$ cat src/rtl/bcd_pkg.sv
// Shared types, segment constants and the shift-add-3 step for the sequential BCD display block.
package bcd_pkg;

    typedef enum logic [1:0] {
        IDLE    = 2'd0,
        CONVERT = 2'd1,
        DONE    = 2'd2
    } state_t;

    localparam logic [6:0] SEG_BLANK = 7'h7F;

    // Active-low {g,f,e,d,c,b,a} patterns for decimal digits 0..9.
    localparam logic [6:0] SEG_LUT [0:9] = '{
        7'h40, 7'h79, 7'h24, 7'h30, 7'h19,
        7'h12, 7'h02, 7'h78, 7'h00, 7'h10
    };

    function automatic logic [3:0] add3(input logic [3:0] d);
        return (d >= 4'd5) ? (d + 4'd3) : d;
    endfunction

endpackage

$ cat src/rtl/bcd_seq_display_seg7.sv
// Combinational single-digit BCD to active-low seven-segment decoder with blank override.
module seg7_decoder
    import bcd_pkg::*;
(
    input  logic [3:0] digit,
    input  logic       blank,
    output logic [6:0] seg
);

    // Codes A-F are not valid BCD and fall through to blank.
    always_comb begin
        seg = SEG_BLANK;
        if (!blank && (digit <= 4'd9)) begin
            seg = SEG_LUT[digit];
        end
    end

endmodule

$ cat src/rtl/bcd_seq_display.sv
// Iterative double-dabble binary-to-BCD converter driving DIGITS registered seven-segment outputs.
// Optional leading-zero blanking is enabled by defining BCD_LEADING_ZERO_BLANK_EN.
module bcd_seq_display #(
    parameter int unsigned N      = 10,
    parameter int unsigned DIGITS = 4
) (
    input  logic                  clk,
    input  logic                  rst,
    input  logic                  start,
    input  logic [N-1:0]          bin_in,
    output logic                  busy,
    output logic                  done,
    output logic                  overflow,
    output logic [4*DIGITS-1:0]   bcd_out,
    output logic [7*DIGITS-1:0]   seg_out
);
    import bcd_pkg::*;

    localparam int unsigned CNT_W = (N > 1) ? $clog2(N) : 1;
    localparam int unsigned BCD_W = 4 * DIGITS;
    localparam int unsigned SEG_W = 7 * DIGITS;

    function automatic logic [SEG_W-1:0] seg_reset_val();
        logic [SEG_W-1:0] v;
        v = '0;
        for (int k = 0; k < int'(DIGITS); k++) begin
`ifdef BCD_LEADING_ZERO_BLANK_EN
            v[7*k +: 7] = (k == 0) ? SEG_LUT[0] : SEG_BLANK;
`else
            v[7*k +: 7] = SEG_LUT[0];
`endif
        end
        return v;
    endfunction

    localparam logic [SEG_W-1:0] SEG_RST = seg_reset_val();

    state_t             state;
    state_t             state_nxt;
    logic [N-1:0]       shift_reg;
    logic [N-1:0]       shift_step;
    logic [BCD_W-1:0]   digits;
    logic [BCD_W-1:0]   digits_adj;
    logic [BCD_W-1:0]   digits_step;
    logic [BCD_W-1:0]   bcd_nxt;
    logic [CNT_W-1:0]   cnt;
    logic               ovf_flag;
    logic               carry;
    logic               ovf_final;
    logic               accept;
    logic               step;
    logic               finish;
    logic [DIGITS-1:0]  blank;
    logic [SEG_W-1:0]   seg_nxt;
`ifdef BCD_LEADING_ZERO_BLANK_EN
    logic               seen;
`endif

    always_ff @(posedge clk) begin
        if (rst) begin
            state <= IDLE;
        end else begin
            state <= state_nxt;
        end
    end

    always_comb begin
        state_nxt = state;
        case (state)
            IDLE:    if (start) state_nxt = CONVERT;
            CONVERT: if (cnt == '0) state_nxt = DONE;
            DONE:    state_nxt = start ? CONVERT : IDLE;
            default: state_nxt = IDLE;
        endcase
    end

    // Start is only honoured outside CONVERT; the final step loads the outputs directly.
    always_comb begin
        accept = 1'b0;
        step   = 1'b0;
        finish = 1'b0;
        case (state)
            IDLE:    accept = start;
            CONVERT: begin
                step   = 1'b1;
                finish = (cnt == '0);
            end
            DONE:    accept = start;
            default: ;
        endcase
    end

    // One shift-add-3 step; the bit leaving the top digit marks overflow.
    always_comb begin
        digits_adj = digits;
        for (int k = 0; k < int'(DIGITS); k++) begin
            digits_adj[4*k +: 4] = add3(digits[4*k +: 4]);
        end
        carry       = digits_adj[BCD_W-1];
        digits_step = {digits_adj[BCD_W-2:0], shift_reg[N-1]};
        shift_step  = shift_reg << 1;
        ovf_final   = ovf_flag | carry;
        bcd_nxt     = ovf_final ? {DIGITS{4'h9}} : digits_step;
    end

    // Running OR from the top digit down; digit 0 always shows.
    always_comb begin
        blank = '0;
`ifdef BCD_LEADING_ZERO_BLANK_EN
        seen  = 1'b0;
        for (int k = int'(DIGITS) - 1; k > 0; k--) begin
            seen     = seen | (bcd_nxt[4*k +: 4] != 4'd0);
            blank[k] = ~seen;
        end
`endif
    end

    for (genvar k = 0; k < DIGITS; k++) begin : g_dec
        seg7_decoder u_dec (
            .digit (bcd_nxt[4*k +: 4]),
            .blank (blank[k]),
            .seg   (seg_nxt[7*k +: 7])
        );
    end

    always_ff @(posedge clk) begin
        if (rst) begin
            shift_reg <= '0;
            digits    <= '0;
            cnt       <= '0;
            ovf_flag  <= 1'b0;
            busy      <= 1'b0;
            done      <= 1'b0;
            overflow  <= 1'b0;
            bcd_out   <= '0;
            seg_out   <= SEG_RST;
        end else begin
            busy <= (state_nxt == CONVERT);
            done <= finish;
            if (accept) begin
                shift_reg <= bin_in;
                digits    <= '0;
                cnt       <= CNT_W'(N - 1);
                ovf_flag  <= 1'b0;
            end else if (step) begin
                shift_reg <= shift_step;
                digits    <= digits_step;
                cnt       <= cnt - CNT_W'(1);
                ovf_flag  <= ovf_final;
            end
            if (finish) begin
                overflow <= ovf_final;
                bcd_out  <= bcd_nxt;
                seg_out  <= seg_nxt;
            end
        end
    end

endmodule

$ cat config.mk
export PLATFORM = sky130hd
export DESIGN_NAME = bcd_seq_display
export DESIGN_NICKNAME = d
export VERILOG_FILES = /design/src/rtl/bcd_pkg.sv /design/src/rtl/bcd_seq_display_seg7.sv /design/src/rtl/bcd_seq_display.sv
export SDC_FILE = /design/constraint.sdc
export NUM_CORES = 1
export LEC_CHECK = 0
export ABC_CLOCK_PERIOD_IN_PS = 7400
export CAP_MARGIN = 40
export CORE_UTILIZATION = 58
export CTS_CLUSTER_DIAMETER = 40
export DETAILED_ROUTE_END_ITERATION = 10
export PLACE_DENSITY = 0.84
export SLEW_MARGIN = 20
export SYNTH_ARGS = -nofsm -noshare
export SYNTH_HDL_FRONTEND = slang
export SYNTH_SLANG_ARGS = --single-unit
$ cat constraint.sdc
create_clock -name clk -period 7.4 [get_ports clk]
set_clock_uncertainty 0.1 [all_clocks]
set_input_delay 0.74 -clock clk [delete_from_list [all_inputs] [get_ports clk]]
set_output_delay 0.74 -clock clk [all_outputs]
set_load 0.01 [all_outputs]
==> reports/qor.yml, run 1 <==
worst_setup_path_end_kind: "flip-flop"
fin_crit_sh: 0.440
status: "complete, no violations"
reg.largest.list: "seg_out (28), bcd_out (16), digits (16)"
antenna_found_initial: 0
grt_pass1_vias: 3495
synth_cell_type_count: 55
antenna_cells: 0
yosys.area_share.simple: 0.194
fin_ws_ns: 4.14
route.antenna.remaining_nets: 0
fin_crit_ns: 3.26
synth_compound_area_frac: 0.216
irDropWorstVdd_mv: 0.145
r2r_start: "digits[12]"
drive_gt1_frac: 0.0801
drt-initial-drc-count: 244
ctsResizeCount: 0
critPathMaxFanout: 12
timing.setup.tns_ns: 0
worstSetupEndpoint: "seg_out[17]"
ctsRootBufferMaster: "clkbuf_8"
synth_edf_count: 0
worstHoldPathType: "reg -> reg"
gp_congestion: 0.839
post-place-ws_ns: 4.20
fp.dieW_um: 85.3
yosys_warnings: 0
cts.sinks: 80
wl_per_cell_um: 16.3
syn-num-nets: 529
gr-total-overflow: 0
instances_no_fill: 617
reg2regPathDepth: 11
worstMarginPinSlew_ns: 0.812
route.detailed.drc: 0
synth_area_um2: 4030
top_register: "seg_out"
hold-path-cell-count: 2
finalHoldViolCount: 0
startpoint: "digits[12]"
final_cell_area_um2: 4830
critPathKind: "reg -> reg"
grt_pass1_wl_mm: 16.4
setup_viol: 0
critPathMaxStageDelay_ns: 0.64
worst_path_max_delay_cell: "nor2_1"
critPathArrivalTime_ns: 3.40
dr.pass1.iters: 4
synthMuxAreaShare: 0.0354
area_growth_pct: 19.9
r2r_end: "seg_out[17]"
vias_per_cell: 5.90
numCtsBuffers: 9
largest_reg_flops: 28
grt_start_max_net_pins: 52
synth_top_area_frac: 0.398
synth_area_leader_cell: "dfxtp_1"
seq_area_frac_synth: 0.398
die_area_um2: 7280
htreeDepth: 3
slew_headroom: 0.457
insertion_delay_ns: 0.35
cts_max_path_buffers: 2
rows: 30
fmax_mhz: 307
rsz0062_at_grt: "no"
p_per_area_nw_per_um2: 205
synth-xor-area-share: 0.0131
reg2reg_setup_slack_ns: 4.14
fp.dieH_um: 85.3
grt.total_usage: 0.286
nNetsFinal: 575
vias: 3643
path_cells: "inv_1 > ha_1 > nand2b_1 > nor3b_2 > nor2_1 > and2_1 > inv_1 > ha_1 > a2111oi_2 > o21ai_0 > and3_1"
maxCapViolations: 0
cts_hold_buf: 0
synth_area_leaders: "dfxtp_1 (40%), ha_1 (9.0%), a21oi_1 (6.0%)"
async_reset_ff_frac: 0
syn_avg_cell_area_um2: 8.27
tritoncts: "yes"
port_buffers: 59
p_leak_nw: 1.88
synth_cells: 487
crit_required_ns: 7.55
drv_slew: 0
drt-total-wl_mm: 10.1
synth_flop_cell: "dfxtp_1"
cts_setup_buffers: 0
clk_pin_slew_ns: 0.08
initial_core_util: 0.596
startpoint_type: "flip-flop"
synth-adder-area-share: 0.0901
io_pins: 60
dp.cells: 601
coreArea_um2: 6760
dpl_cell_area_um2: 4640
hpwl_mm: 6.85
synth_top_family_by_area: "compound AO/OA/AOI/OAI gates"
synth-seq-cells: 80
==> cell usage in the layout, fill, tap and decap left out, types with 3 or more instances in the layout <==
master,count
clkbuf_8,10
o22ai_1,6
ha_1,29
a211oi_1,13
nor3_1,7
a31oi_1,5
and3_1,3
nand3_1,10
o221ai_1,3
mux2_2,10
inv_1,21
xnor2_1,5
a21oi_1,48
nor3b_1,6
a21o_1,3
o211ai_1,4
buf_4,3
dfxtp_1,80
nand2_1,55
nand2b_1,7
and2_1,5
mux2i_1,3
nor2_1,61
clkinv_2,3
clkdlybuf4s50_1,59
a311oi_1,6
o21ai_1,3
o21ai_0,31
==> synthesized netlist by cell type (all sizes together) (4+ instances only) <==
cell,n
a211oi,13
a21oi,50
a311oi,6
a31oi,5
and2,5
buf,9
clkbuf,21
dfxtp,80
ha,29
inv,22
mux2,10
nand2,55
nand2b,7
nand3,10
nor2,61
nor3,8
nor3b,8
o211ai,4
o21ai,35
o22ai,7
xnor2,5
==> cells by family (layout without fill, tap and decap cells) <==
logic type,Yosys count,in the layout
AO/OA/AOI/OAI,139,139
XOR/XNOR,6,6
adder cells (fa/ha/maj),29,29
buffers and inverters,52,102
flip-flops,80,80
multiplexers,13,13
AND/OR/NAND/NOR,168,168
==> per-layer routing <==
metal / track usage / share of wire / vias up
met2: 0.483 / 0.48 / 122
met3: 0.0613 / 0.056 / 20
met1: 0.357 / 0.44 / 1720
met4: 0.112 / 0.020 / 0
li1: - / - / 1781
met5: 0 / 0 / -
==> through the flow <==
stage	util	hold slack, ns	total power (W)
after floorplan	-	0.342	0.000608
after global placement	0.682	0.344	0.000669
after detailed placement	0.686	0.350	0.000680
after CTS	0.714	0.361	0.000989
after global routing	0.715	0.380	0.00103
final	0.715	0.359	0.000988
==> where the power goes <==
| group | switching [W] | total (W) | internal (W) |
|---|---|---|---|
| registers | 0.0000188 | 0.000476 | 0.000457 |
| clock network | 0.000152 | 0.000314 | 0.000162 |
| logic | 0.000112 | 0.000198 | 0.0000867 |
| total | 0.000282 | 0.000988 | 0.000706 |
==> worst max-delay path, delay by kind of cell, from the launching register on <==
| family | cells | cell delay (ns) |
|---|---|---|
| fa+ha+maj | 2 | 0.50 |
| compound gates | 2 | 0.50 |
| simple gates | 5 | 1.48 |
| buf+inv | 2 | 0.22 |
| flops | 1 | 0.35 |
==> cell type report <==
type / count / area, um^2
fill: 535 / 1930
multi-input combinational: 355 / 2210
tap: 80 / 100
clock buffer: 11 / 141
sequential: 80 / 1600
timing repair buffer: 65 / 648
clock inverter: 4 / 45.0
inverter: 22 / 82.6
==> worst min path at each step <==
stage / to / slack [ns] / start
after global routing: bcd_out[1] / 0.38 / bcd_out[1]
after CTS: bcd_out[1] / 0.36 / bcd_out[1]
after global placement: seg_out[23] / 0.34 / seg_out[23]
after floorplan: ovf_flag / 0.34 / ovf_flag
after detailed placement: bcd_out[1] / 0.35 / bcd_out[1]
final: bcd_out[2] / 0.36 / bcd_out[2]
Note: power is estimated with default switching activity, not from simulation.
==> inputs of run 2 (changes only) <==
--- a/config.mk
+++ b/config.mk
@@ -5,12 +5,12 @@
 export SDC_FILE = /design/constraint.sdc
 export NUM_CORES = 1
 export LEC_CHECK = 0
-export ABC_CLOCK_PERIOD_IN_PS = 7400
+export ABC_CLOCK_PERIOD_IN_PS = 2600
 export CAP_MARGIN = 40
-export CORE_UTILIZATION = 58
+export CORE_UTILIZATION = 49
 export CTS_CLUSTER_DIAMETER = 40
 export DETAILED_ROUTE_END_ITERATION = 10
-export PLACE_DENSITY = 0.84
+export PLACE_DENSITY = 0.75
 export SLEW_MARGIN = 20
 export SYNTH_ARGS = -nofsm -noshare
 export SYNTH_HDL_FRONTEND = slang
==> constraint.sdc (replaced) <==
create_clock -name clk -period 2.6 [get_ports clk]
set_clock_uncertainty 0.1 [all_clocks]
set_input_delay 0.26 -clock clk [delete_from_list [all_inputs] [get_ports clk]]
set_output_delay 0.26 -clock clk [all_outputs]
set_load 0.01 [all_outputs]
==> run 2 against run 1 <==
Net effect: clock power grew to 2.9 times the previous value; sequential cell count stayed put; cell area rose by 7.3%; count of clock-buffer cells in the layout fell by 1; wire length is 1.0% lower; core utilization down 5.4 points; die area rose by 18%; combinational power increased to 3.1 times the previous value; via count grew 1.0%; register-to-register slack lost 4.1 ns; setup slack got worse by 4.1 ns; global-route usage fell by 4.3 points.
==> reports/qor.yml, run 2 (synthesized netlist as in run 1, its figures left out) <==
total_switching_power_w: 0.000822  # was 0.000282 W
worstSetupEndpoint: "seg_out[14]"  # was seg_out[17]
critPathMaxStageDelay_ns: 0.38  # was 0.64 ns
crit_buf_inv: 2  # unchanged
path_cells: "inv_1 > ha_1 > nand2b_1 > nor3b_4 > or2_4 > nor2_4 > inv_2 > ha_4 > a2111oi_4 > o21ai_1 > and3_1"  # was inv_1 > ha_1 > nand2b_1 > nor3b_2 > nor2_1 > and2_1 > inv_1 > ha_1 > a2111oi_2 > o21ai_0 > and3_1
fmax_mhz: 396  # was 307 MHz
gr-total-overflow: 0  # unchanged
post-route-util: 0.660  # was 0.715
drv_slew: 0  # unchanged
p_seq_frac: 0.470  # was 0.482
finalHoldViolCount: 0  # unchanged
fp.dieH_um: 92.7  # was 85.3 um
grt_pass1_wl_mm: 16.6  # was 16.4 mm
cts_max_path_buffers: 2  # unchanged
status: "complete, no violations"  # unchanged
gp_congestion: 0.851  # was 0.839
fin_ws_ns: 0.0755  # was 4.14 ns
r2r_start: "digits[13]"  # was digits[12]
worst_path_dominant_cell_family: "simple AND/OR/NAND/NOR gates"  # unchanged
worstMarginPinSlew_ns: 0.603  # was 0.812 ns
wl_per_cell_um: 14.9  # was 16.3 um
drt-total-wl_mm: 9.95  # was 10.1 mm
coreArea_um2: 7850  # was 6760 um^2
area_growth_pct: 28.7  # was 19.9%
slew_headroom: 0.597  # was 0.457
fin_crit_sh: 0.971  # was 0.440
p_per_area_nw_per_um2: 555  # was 205 nW/um^2
clk_pin_slew_ns: 0.08  # about the same
route.antenna.remaining_nets: 0  # unchanged
worst_setup_path_end_kind: "flip-flop"  # unchanged
switching_share: 0.286  # about the same
fp.dieW_um: 92.7  # was 85.3 um
post-place-ws_ns: -0.0636  # was 4.20 ns
port_buffers: 59  # unchanged
startpoint: "digits[13]"  # was digits[12]
cts_hold_buf: 0  # unchanged
pwr-share-comb: 0.215  # was 0.201
worst_path_max_delay_cell: "a2111oi_4"  # was nor2_1
final_cell_mix: "dfxtp_1 (76), clkdlybuf4s50_1 (59), nor2_1 (57)"  # was dfxtp_1 (80), nor2_1 (61), clkdlybuf4s50_1 (59)
drt-initial-drc-count: 168  # was 244
ctsRootBufferMaster: "clkbuf_8"  # unchanged
die_area_um2: 8580  # was 7280 um^2
whs_ns: 0.356  # was 0.359 ns
top_register: "seg_out"  # unchanged
drive_gt1_frac: 0.175  # was 0.0801
reg.largest.list: "seg_out (28), bcd_out (16), digits (16)"  # unchanged
tritoncts: "yes"  # unchanged
fin_crit_ns: 2.52  # was 3.26 ns
worstSetupPathDepth: 11  # unchanged
dr.pass1.iters: 4  # unchanged
startpoint_type: "flip-flop"  # unchanged
p_int_w: 0.00205  # was 0.000706 W
irDropWorstVdd_mv: 0.305  # was 0.145 mV
p_clk_frac: 0.315  # was 0.317
vias: 3680  # was 3643
insertion_delay_ns: 0.35  # about the same
critPathArrivalTime_ns: 2.67  # was 3.40 ns
io_pins: 60  # unchanged
reg2reg_setup_slack_ns: 0.08  # was 4.14 ns
grt.total_usage: 0.243  # was 0.286
maxCapViolations: 0  # unchanged
hpwl_mm: 7.15  # was 6.85 mm
numCtsBuffers: 9  # unchanged
critPathKind: "reg -> reg"  # unchanged
worstHoldPathType: "reg -> reg"  # unchanged
largest_reg_flops: 28  # unchanged
p_leak_nw: 2.04  # was 1.88 nW
final_cell_area_um2: 5180  # was 4830 um^2
critPathMaxFanout: 5  # was 12
htreeDepth: 3  # unchanged
layout_commonest_cell: "dfxtp_1"  # unchanged
r2r_end: "seg_out[14]"  # was seg_out[17]
antenna_cells: 0  # unchanged
route.detailed.drc: 0  # unchanged
antenna_found_initial: 0  # unchanged
initial_core_util: 0.513  # was 0.596
nNetsFinal: 603  # was 575
crit_required_ns: 2.75  # was 7.55 ns
grt_pass1_vias: 3580  # was 3495
dpl_cell_area_um2: 4850  # was 4640 um^2
vias_per_cell: 5.51  # was 5.90
cts.sinks: 80  # unchanged
grt_start_max_net_pins: 42  # was 52
reg2regPathDepth: 11  # unchanged
rows: 32  # was 30
setup_viol: 0  # unchanged
==> run 2: worst reg2reg max path: cells and delay by family (launching register included) <==
family	cells	cell delay [ns]
buffers and inverters	2	0.15
and+or+nand+nor	5	0.94
DFF	1	0.35
AOI/OAI and AO/OA	2	0.53
adders and majority gates	2	0.36
==> run 2: layout make-up <==
cell class                      instances  area [um^2]
Tap cell                              102          128
Inverter                               22         82.6
Multi-Input combinational cell        355         2320
Sequential cell                        80         1610
Timing Repair Buffer                   93          846
Fill cell                             669         2670
Clock inverter                          6         58.8
Clock buffer                           10          138
==> run 2: repair_timing <==
action,CTS,global route
cloned,0,0
buffers inserted,1,3
endpoints found under the setup margin,12,25
pin swaps,1,7
gates resized for setup,4,25
==> run 2: how the worst min path moves through the flow <==
stage                               to  slack [ns]  depth (start not counted)        start
after global placement     seg_out[23]        0.34                          2  seg_out[23]
final                      seg_out[23]        0.36                          2  seg_out[23]
after global routing        bcd_out[6]        0.38                          2   bcd_out[6]
after detailed placement    bcd_out[5]        0.35                          2   bcd_out[5]
after floorplan           shift_reg[1]        0.34                          2    bin_in[1]
after CTS                   bcd_out[5]        0.36                          2   bcd_out[5]
==> run 2: metal layers <==
metal,routed length [um],track usage,part of all wire,vias up
li1,-,-,-,1850
met1,4420,0.296,0.44,1711
met2,4780,0.417,0.48,100
met3,514,0.0468,0.052,19
met4,235,0.100,0.024,0
met5,0,0,0,-
==> run 2: power groups by stage <==
stage	Sequential, W	Combinational, W	Clock [W]
after floorplan	0.00139	0.000344	0
final	0.00135	0.000617	0.000907
after global routing	0.00136	0.000682	0.000980
after CTS	0.00135	0.000592	0.000926
after detailed placement	0.00138	0.000583	0
after global placement	0.00138	0.000570	0
==> run 2: metrics by stage <==
stage	cells	TNS, ns	power [W]
3_3_place_gp	648	0	0.00195
4_1_cts	665	0	0.00287
2_1_floorplan	487	0	0.00173
3_5_place_dp	648	-0.327	0.00196
6_report	668	0	0.00288
5_1_grt	668	-0.0931	0.00302
